===== config.mk =====
export PLATFORM = sky130hd
export DESIGN_NAME = alu_pipe
export DESIGN_NICKNAME = d
export VERILOG_FILES = /design/src/rtl/alu_pipe.sv
export SDC_FILE = /design/constraint.sdc
export NUM_CORES = 1
export LEC_CHECK = 0
export BUFFER_PORTS_ARGS = -buffer_cell sky130_fd_sc_hd__buf_4
export CORE_MARGIN = 2
export CORE_UTILIZATION = 50
export CTS_BUF_LIST = sky130_fd_sc_hd__clkbuf_16
export DETAILED_ROUTE_END_ITERATION = 10
export PLACE_DENSITY = 0.69
export SLEW_MARGIN = 20
export SYNTH_ARGS = -nofsm -noshare
export SYNTH_HDL_FRONTEND = slang
export SYNTH_SLANG_ARGS = --single-unit

===== constraint.sdc =====
create_clock -name clk -period 6.85 [get_ports clk]
set_clock_uncertainty 0.15 [all_clocks]
set_input_delay 0.685 -clock clk [delete_from_list [all_inputs] [get_ports clk]]
set_output_delay 0.685 -clock clk [all_outputs]
set_load 0.05 [all_outputs]

===== src/rtl/alu_pipe.sv =====
// alu_pipe -- two-stage pipelined ALU with valid/ready handshaking.
//
// Stage S1 captures the opcode and operands; stage S2 captures the result
// (key) and its flags. Both stages advance together whenever the output
// register is empty or being consumed, so a full pipe streams one result
// per cycle and a stalled consumer back-pressures the producer.
//
// Optional feature (compile-time macro ALU_PIPE_SAT_EN):
//   defined   -> signed overflow on ADD/SUB saturates the result to the
//                most positive / most negative value; ovf still reported.
//   undefined -> ADD/SUB wrap modulo 2^WIDTH (default build).
//
// Ports:
//   clk        in   single clock, rising-edge active
//   reset      in   asynchronous, active-high reset
//   in_valid   in   operand set present
//   in_ready   out  block can take an operand set this cycle
//   op[2:0]    in   000 ADD, 001 SUB, 010 AND, 011 OR, 100 XOR,
//                   101 SLT (signed), 110 SLTU (unsigned), 111 PASSA
//   left       in   operand A, WIDTH bits
//   right      in   operand B, WIDTH bits
//   out_valid  out  key and flags valid
//   out_ready  in   consumer takes the result this cycle
//   key        out  result, WIDTH bits
//   flags[3:0] out  {zero, neg, carry, ovf} for the result on key

module alu_pipe #(
  parameter int WIDTH = 64
) (
  input  logic             clk,
  input  logic             reset,
  input  logic             in_valid,
  output logic             in_ready,
  input  logic [2:0]       op,
  input  logic [WIDTH-1:0] left,
  input  logic [WIDTH-1:0] right,
  output logic             out_valid,
  input  logic             out_ready,
  output logic [WIDTH-1:0] key,
  output logic [3:0]       flags
);

  localparam logic [2:0] OP_ADD   = 3'b000;
  localparam logic [2:0] OP_SUB   = 3'b001;
  localparam logic [2:0] OP_AND   = 3'b010;
  localparam logic [2:0] OP_OR    = 3'b011;
  localparam logic [2:0] OP_XOR   = 3'b100;
  localparam logic [2:0] OP_SLT   = 3'b101;
  localparam logic [2:0] OP_SLTU  = 3'b110;

  // Stage S1 state
  logic             s1_valid_q, s1_valid_d;
  logic [2:0]       s1_op_q,    s1_op_d;
  logic [WIDTH-1:0] s1_left_q,  s1_left_d;
  logic [WIDTH-1:0] s1_right_q, s1_right_d;

  // Stage S2 state
  logic             out_valid_q, out_valid_d;
  logic [WIDTH-1:0] key_q,       key_d;
  logic [3:0]       flags_q,     flags_d;

  // ALU datapath on S1 contents
  logic [WIDTH:0]   add_full;
  logic [WIDTH-1:0] sub_res;
  logic             add_ovf;
  logic             sub_ovf;
  logic [WIDTH-1:0] alu_res;
  logic             alu_carry;
  logic             alu_ovf;
  logic             alu_zero;
  logic             alu_neg;

  logic adv;

  // Both stages move together; S2 can only be overwritten once consumed.
  assign adv       = ~out_valid_q | out_ready;
  assign in_ready  = adv;
  assign out_valid = out_valid_q;
  assign key       = key_q;
  assign flags     = flags_q;

  always_comb begin
    add_full  = {1'b0, s1_left_q} + {1'b0, s1_right_q};
    sub_res   = s1_left_q - s1_right_q;
    // Signed overflow: ADD when operand signs agree but the result sign
    // differs; SUB when operand signs differ and the result sign follows B.
    add_ovf   = (s1_left_q[WIDTH-1] == s1_right_q[WIDTH-1]) &&
                (add_full[WIDTH-1] != s1_left_q[WIDTH-1]);
    sub_ovf   = (s1_left_q[WIDTH-1] != s1_right_q[WIDTH-1]) &&
                (sub_res[WIDTH-1] != s1_left_q[WIDTH-1]);
    alu_res   = '0;
    alu_carry = 1'b0;
    alu_ovf   = 1'b0;
    case (s1_op_q)
      OP_ADD: begin
        alu_res   = add_full[WIDTH-1:0];
        alu_carry = add_full[WIDTH];
        alu_ovf   = add_ovf;
      end
      OP_SUB: begin
        alu_res   = sub_res;
        alu_carry = (s1_left_q < s1_right_q);
        alu_ovf   = sub_ovf;
      end
      OP_AND:  alu_res = s1_left_q & s1_right_q;
      OP_OR:   alu_res = s1_left_q | s1_right_q;
      OP_XOR:  alu_res = s1_left_q ^ s1_right_q;
      OP_SLT:  alu_res = {{(WIDTH-1){1'b0}},
                          ($signed(s1_left_q) < $signed(s1_right_q))};
      OP_SLTU: alu_res = {{(WIDTH-1){1'b0}}, (s1_left_q < s1_right_q)};
      default: alu_res = s1_left_q;
    endcase
`ifdef ALU_PIPE_SAT_EN
    // Only ADD/SUB can raise ovf. On overflow the true result has the sign
    // of A, so clamp toward that sign.
    if (alu_ovf) begin
      alu_res = s1_left_q[WIDTH-1] ? {1'b1, {(WIDTH-1){1'b0}}}
                                   : {1'b0, {(WIDTH-1){1'b1}}};
    end
`endif
    alu_zero = (alu_res == '0);
    alu_neg  = alu_res[WIDTH-1];
  end

  always_comb begin
    s1_valid_d = s1_valid_q;
    s1_op_d    = s1_op_q;
    s1_left_d  = s1_left_q;
    s1_right_d = s1_right_q;
    if (adv) begin
      s1_valid_d = in_valid;
      if (in_valid) begin
        s1_op_d    = op;
        s1_left_d  = left;
        s1_right_d = right;
      end
    end
  end

  always_comb begin
    out_valid_d = out_valid_q;
    key_d       = key_q;
    flags_d     = flags_q;
    if (adv) begin
      // An empty S1 moves a bubble into S2; the stale key is left in place.
      out_valid_d = s1_valid_q;
      if (s1_valid_q) begin
        key_d   = alu_res;
        flags_d = {alu_zero, alu_neg, alu_carry, alu_ovf};
      end
    end
  end

  always_ff @(posedge clk or posedge reset) begin
    if (reset) begin
      s1_valid_q  <= 1'b0;
      s1_op_q     <= '0;
      s1_left_q   <= '0;
      s1_right_q  <= '0;
      out_valid_q <= 1'b0;
      key_q       <= '0;
      flags_q     <= '0;
    end else begin
      s1_valid_q  <= s1_valid_d;
      s1_op_q     <= s1_op_d;
      s1_left_q   <= s1_left_d;
      s1_right_q  <= s1_right_d;
      out_valid_q <= out_valid_d;
      key_q       <= key_d;
      flags_q     <= flags_d;
    end
  end

endmodule


==> reports/metrics.cfg, run 1 <==
[run_status]
status = complete, no violations

[clock_network]
hold_buffers = 0
post_cts_buffers = 0
clkLatencyLatePin_ps = 540
numCtsBuffers = 17
cts_resized = 0
cts_htree_levels = 4
tritoncts = yes
cts-root-buf = clkbuf_16
path_clk_slew_ps = 80
cts_sinks = 200
cts_buffer_depth = 2

[timing]
tightest_slew_ps = 1101
whs_ps = 34.50
hold_viol = 0
slew_violations = 0
fin_tns_setup_ps = 0
rsz0062_at_grt = false
relSlewSlack_pct = 24.68
finalCritPeriodShare_pct = 90.36
setup_ws_ps = 660.4
fmax_ghz = 0.1616
period_needed_ps = 6190
setup_violations = 0

[setup_path]
timing.critical_path.cells = inv_1 -> ha_1 -> inv_2 -> a21oi_1 -> o21ai_1 -> a2111oi_2 -> nand2_1 -> a211oi_1 -> o31ai_1 -> mux2i_1 -> o31ai_2 -> nor4_1 -> nand4_1 -> o31ai_2
critPathRequiredTime_ps = 7130
cp_top_family = compound AO/OA/AOI/OAI gates
max_stage_delay_ps = 970
crit_arrival_ps = 6470
cp_max_fo = 12
crit_top_cell = o31ai_2
crit_path_start_kind = register
endpoint_kind = register
critical_path_class = register to register
slowest_stage = nor4_1
crit_buf_inv = 2

[floorplanning]
io_pins = 205
core-area_um2 = 41950
start_util_pct = 50.70
die-area_um2 = 44200
row_count = 75
dieHeight_um = 210.2
die_w_um = 210.2

[cells_and_area]
nets = 3094
layout-drive-gt1-share_pct = 18.81
antenna_cells = 0
final_cells = 3303
areaGrowthSynthToFinish_pct = 12.00
final_area_um2 = 23820
layout_common_cells = a21oi_1, buf_4, ha_1, dfrtp_1, inv_1
final_common_cell = a21oi_1

[run]
maxCapViolations = 0

[logic_synthesis]
async_reset_ff_share_pct = 100.0
synthesis.nets = 2987
netlist_area_um2 = 21270
ys_warn_count = 0
syn_inst = 2644
synth_area_per_cell_um2 = 8.043
yosys_register_bits = 200
ys_seq_area_share_pct = 23.53
synth_edf_count = 0
ys.flop_type = dfrtp_1
synth_cell_type_count = 99

[global_routing]
grt_usage_pct = 43.08
grt-ovfl-total = 0
grt_pass1_vias = 22042
grt_max_degree = 133
grt_pass1_wl_mm = 141.9
antenna_found_initial = 9

[pwr]
vdd_drop_max_uv = 310.3
netSwitchingFraction_pct = 57.46
p_int_mw = 3.900
pwr-share-comb_pct = 68.4
p_sw_mw = 5.269
power.leakage_nw = 10.55
p_clk_share_pct = 11.7
p_seq_share_pct = 20.0
powerDensity_nw_per_um2 = 385.0

[placed_design]
gp_congestion = 1.075
dp_worst_setup_slack_ps = 1022
placed_cell_area_um2 = 23220
place_inst = 3271
dp.final_hpwl_mm = 73.68
port_buffers = 204

[drt]
vias = 23350
wl_mm = 96.96
routedWlPerCell_um = 29.35
drtAntennaViolNets = 0
drc = 0
drt_first_pass_iters = 7
viasPerCell = 7.069
drtIter0Drc = 3254

[min_path]
hold_class = input pin to async pin

sequential cells by signal, indices dropped and copies added, names as in the netlist:
register / cells
s1_op_q: 3
s1_right_q: 64
flags: 4
out_valid: 1
s1_valid_q: 1
s1_left_q: 64
key: 63
final timing paths:
check,start,slack (ps),endpoint,cells past startpoint
max,s1_left_q[18],660,flags[3],14
min,reset,30,s1_right_q[42],2
max reg2reg,s1_left_q[18],660,flags[3],14
min reg2reg,key[8],330,key[8],2
max in group asynchronous,reset,5290,s1_op_q[1],3
min in group clk,right[19],220,s1_right_q[19],2
synthesized netlist by cell type (all sizes together) (11+ instances only):
master | n | area (um2)
o31ai | 58 | 474.2
a221o | 11 | 110.1
and3 | 19 | 118.9
o311ai | 12 | 120.1
inv | 200 | 750.7
nand2b | 17 | 106.4
a211oi | 36 | 290.3
o21ai | 147 | 739.5
o211ai | 37 | 287.8
o2111ai | 13 | 113.9
xnor2 | 27 | 236.5
o22ai | 17 | 106.4
or3 | 15 | 93.84
or4 | 14 | 108.9
nor3 | 51 | 270.3
o31a | 12 | 105.1
buf | 65 | 327.8
o21a | 23 | 172.7
nand2 | 188 | 705.7
mux2 | 162 | 1824
a21o | 39 | 292.8
nor4 | 57 | 415.4
a221oi | 26 | 240.2
o211a | 11 | 110.1
a31oi | 30 | 187.7
a22oi | 17 | 127.6
nand3 | 65 | 325.3
ha | 206 | 2577
and2 | 18 | 112.6
a21oi | 274 | 1375
a211o | 13 | 113.9
dfrtp | 200 | 5005
nor2b | 32 | 200.2
o21bai | 20 | 150.1
clkbuf | 100 | 375.4
nor2 | 192 | 720.7
mux2i | 18 | 180.2
nand4 | 50 | 312.8
a21boi | 13 | 101.4
logic make-up (layout without fill, tap and decap cells):
group           Yosys count  after routing  share of synthesized area [%]
simple gates            757            757                          17.90
buf+inv                 366            486                          6.855
mux                     180            180                          9.426
fa+ha+maj               208            208                          12.31
flops                   200            200                          23.53
compound gates          904            904                          28.78
xor+xnor                 29             29                          1.194
power groups by stage:
| stage | Clock [mW] | Sequential (mW) | Combinational (mW) |
|---|---|---|---|
| finish | 1.07 | 1.83 | 6.27 |
| global route | 1.12 | 1.87 | 6.53 |
| CTS | 1.09 | 1.82 | 6.01 |
| detailed placement | 0 | 1.84 | 5.98 |
| global placement | 0 | 1.81 | 5.93 |
| floorplan | 0 | 2.39 | 3.35 |
per-stage QoR:
step | power, mW | util (%)
after floorplan | 5.744 | -
final | 9.169 | 56.78
after detailed placement | 7.817 | 55.37
after global routing | 9.517 | 56.78
after global placement | 7.749 | 55.35
after CTS | 8.916 | 56.76
layout make-up:
class	instances	area, um2
well taps	539	674.4
flip-flops and latches	200	5010
fillers	3885	18130
multi-input cells	2078	14860
clock inverters	15	160.2
clock buffers	17	425.4
repair buffers	253	1924
inverters	201	762.0
metal layers:
layer,share of wire [%],vias up,track usage [%]
li1,-,10026,-
met1,42,11384,59.03
met2,41,1603,61.69
met3,12,325,12.49
met4,5.3,12,21.37
met5,0.065,-,0
worst register-to-register path: cells and delay by family, from the launching register on:
family                     cells  cell delay, ps
and+or+nand+nor                3            1590
muxes                          1             220
adders and majority gates      1             580
DFF                            1             420
AOI/OAI and AO/OA              7            2930
buffers and inverters          2             200
(Power assumes the default switching activity.)
==> run 2, diff against run 1 <==
--- a/config.mk
+++ b/config.mk
@@ -6,11 +6,14 @@
 export NUM_CORES = 1
 export LEC_CHECK = 0
 export BUFFER_PORTS_ARGS = -buffer_cell sky130_fd_sc_hd__buf_4
+export CELL_PAD_IN_SITES_DETAIL_PLACEMENT = 1
+export CELL_PAD_IN_SITES_GLOBAL_PLACEMENT = 2
 export CORE_MARGIN = 2
-export CORE_UTILIZATION = 50
+export CORE_UTILIZATION = 37
 export CTS_BUF_LIST = sky130_fd_sc_hd__clkbuf_16
+export CTS_CLUSTER_SIZE = 8
 export DETAILED_ROUTE_END_ITERATION = 10
-export PLACE_DENSITY = 0.69
+export PLACE_DENSITY_LB_ADDON = 0.1
 export SLEW_MARGIN = 20
 export SYNTH_ARGS = -nofsm -noshare
 export SYNTH_HDL_FRONTEND = slang
==> run 2 against run 1 <==
Effect of this change: core utilization fell by 14 points; critical path depth up 1; global-route usage down 7.9 points; via count decreased by 2.5%; combinational power grew 1%; wire length grew 9.5%; cell count increased by 6.5%; critical endpoint unchanged; largest cell class unchanged; highest routed layer unchanged.
==> reports/metrics.cfg, run 2 (synthesis results as in run 1) <==
[run_status]
status = complete, no violations

[floorplanning]
dieHeight_um = 243.7  ; +16%
core-area_um2 = 56600  ; +35%
die-area_um2 = 59410  ; +34%
io_pins = 205  ; unchanged
row_count = 87  ; +16%
die_w_um = 243.7  ; +16%
start_util_pct = 37.57  ; -13 points

[cells_and_area]
final_common_cell = a21oi_1
fillers = 6872  ; +77%
layout_common_cells = a21oi_1, buf_4, ha_1, dfrtp_1, inv_1
final_core_util_pct = 42.59  ; -14 points
nets = 3091  ; -0.097%
layout-drive-gt1-share_pct = 18.58  ; -0.23 points
final_cells = 3518  ; +6.5%
multi_input_area_um2 = 14840  ; -0.12%
final_area_um2 = 24110  ; +1.2%
areaGrowthSynthToFinish_pct = 13.37
area.sequential_um2 = 5009  ; about the same

[setup_path]
crit_arrival_ps = 6730  ; +260 ps
r2r-start = s1_left_q[0]
reg2reg_to = flags[3]
reg2regPathDepth = 15  ; +1
endpoint = flags[3]
critPathRequiredTime_ps = 7140  ; about the same
critical_path_class = register to register
crit_start = s1_left_q[0]
crit_path_start_kind = register
endpoint_kind = register
reg2reg_slack_ps = 410  ; -250 ps
cp_max_fo = 4  ; -8

[timing]
fin_tns_setup_ps = 0  ; unchanged
relSlewSlack_pct = 21.11  ; -3.6 points
slew_violations = 0  ; unchanged
tightest_slew_ps = 1176  ; +74.90 ps
period_needed_ps = 6441  ; +251.0 ps
setup_violations = 0  ; unchanged
hold_viol = 0  ; unchanged
fmax_ghz = 0.1553  ; -3.9%
finalCritPeriodShare_pct = 94.02  ; +3.7 points
rsz0062_at_grt = false

[clock_network]
cts-root-buf = clkbuf_16
cts_resized = 0  ; unchanged
numCtsBuffers = 17  ; unchanged
post_cts_buffers = 0  ; unchanged
cts_sinks = 200  ; unchanged
tritoncts = yes
clkLatencyLatePin_ps = 520  ; -20 ps
cts_buffer_depth = 2  ; unchanged
cts_htree_levels = 4  ; unchanged
path_clk_slew_ps = 90  ; about the same
hold_buffers = 0  ; unchanged

[pwr]
p_total_mw = 9.260  ; +1.0%
p_seq_share_pct = 19.8  ; -0.2 points
powerDensity_nw_per_um2 = 384.1  ; -0.23%
netSwitchingFraction_pct = 57.54  ; +0.080 points
power.leakage_nw = 10.56  ; about the same
vdd_drop_max_uv = 317.4  ; +2.3%
p_int_mw = 3.931  ; +0.81%
pwr-share-comb_pct = 68.3  ; about the same
p_sw_mw = 5.329  ; +1.1%
p_clk_share_pct = 11.9  ; +0.2 points

[drt]
vias = 22769  ; -2.5%
viasPerCell = 6.472  ; -8.4%
drtAntennaViolNets = 0  ; unchanged
drt_first_pass_iters = 6  ; -1
routedWlPerCell_um = 30.17  ; +2.8%
drtIter0Drc = 1983  ; -39%
drc = 0  ; unchanged
wl_mm = 106.2  ; +9.5%

[global_routing]
grt_pass1_wl_mm = 155.5  ; +9.6%
grt_pass1_vias = 22880  ; +3.8%
grt_max_degree = 104  ; -22%
grt-ovfl-total = 0  ; unchanged
grt_usage_pct = 35.19  ; -7.9 points
antenna_found_initial = 1  ; -8

[placed_design]
placed_cell_area_um2 = 23500  ; +1.2%
dp.final_hpwl_mm = 82.31  ; +12%
gp_congestion = 1.002  ; -6.8%
port_buffers = 204  ; unchanged
place_inst = 3485  ; +6.5%

[run]
maxCapViolations = 0  ; unchanged

[min_path]
hold_class = input pin to async pin

-- run 2: stage by stage --
stage               hold WS, ps  setup slack (ps)
CTS                       94.51             731.1
floorplan                 309.1             561.0
global placement          314.5             775.7
detailed placement        323.1             763.0
global route              132.6             407.6
finish                    61.30             409.4
-- run 2: final cells by class --
| cell class | count | share of cell area [%] |
|---|---|---|
| multi-input cells | 2078 | 61.57 |
| clock buffers | 17 | 1.764 |
| inverters | 201 | 3.161 |
| repair buffers | 250 | 8.044 |
| diodes | 1 | 0.01038 |
| clock inverters | 15 | 0.7577 |
| well taps | 756 | 3.923 |
| flip-flops and latches | 200 | 20.77 |
-- run 2: how the worst min path moves through the flow --
stage	startpoint	endpoint	cells past startpoint
floorplan	s1_valid_q	out_valid	2
global placement	key[46]	key[46]	2
detailed placement	key[45]	key[45]	2
CTS	reset	s1_right_q[58]	2
global route	reset	s1_right_q[58]	2
finish	reset	s1_right_q[58]	2
-- run 2: power by group through the flow --
stage / Sequential, mW / Clock (mW) / Combinational [mW]
floorplan: 2.39 / 0 / 3.35
global placement: 1.82 / 0 / 6.10
detailed placement: 1.85 / 0 / 6.16
CTS: 1.83 / 1.14 / 6.19
global route: 1.88 / 1.17 / 6.67
finish: 1.83 / 1.10 / 6.33
-- run 2: critical path, stage by stage, from the launching register on --
cell      delay (ps)
dfrtp_1          400
inv_1             80
ha_1             260
fa_1             460
o21ba_1          230
nor4_1           660
o21ai_0          280
a311oi_1         440
a221oi_1         100
nor3_1           680
nand4_1          360
nor4_1           830
nand4_1          160
nor4_1           800
nand4_1          210
o31ai_2          250
-- run 2: routing by layer --
layer,track usage (%),share of wire (%),vias up
li1,-,-,9999
met5,0,0.012,-
met1,48.15,44,11604
met3,6.411,7.4,188
met4,13.58,3.8,2
met2,54.83,44,976
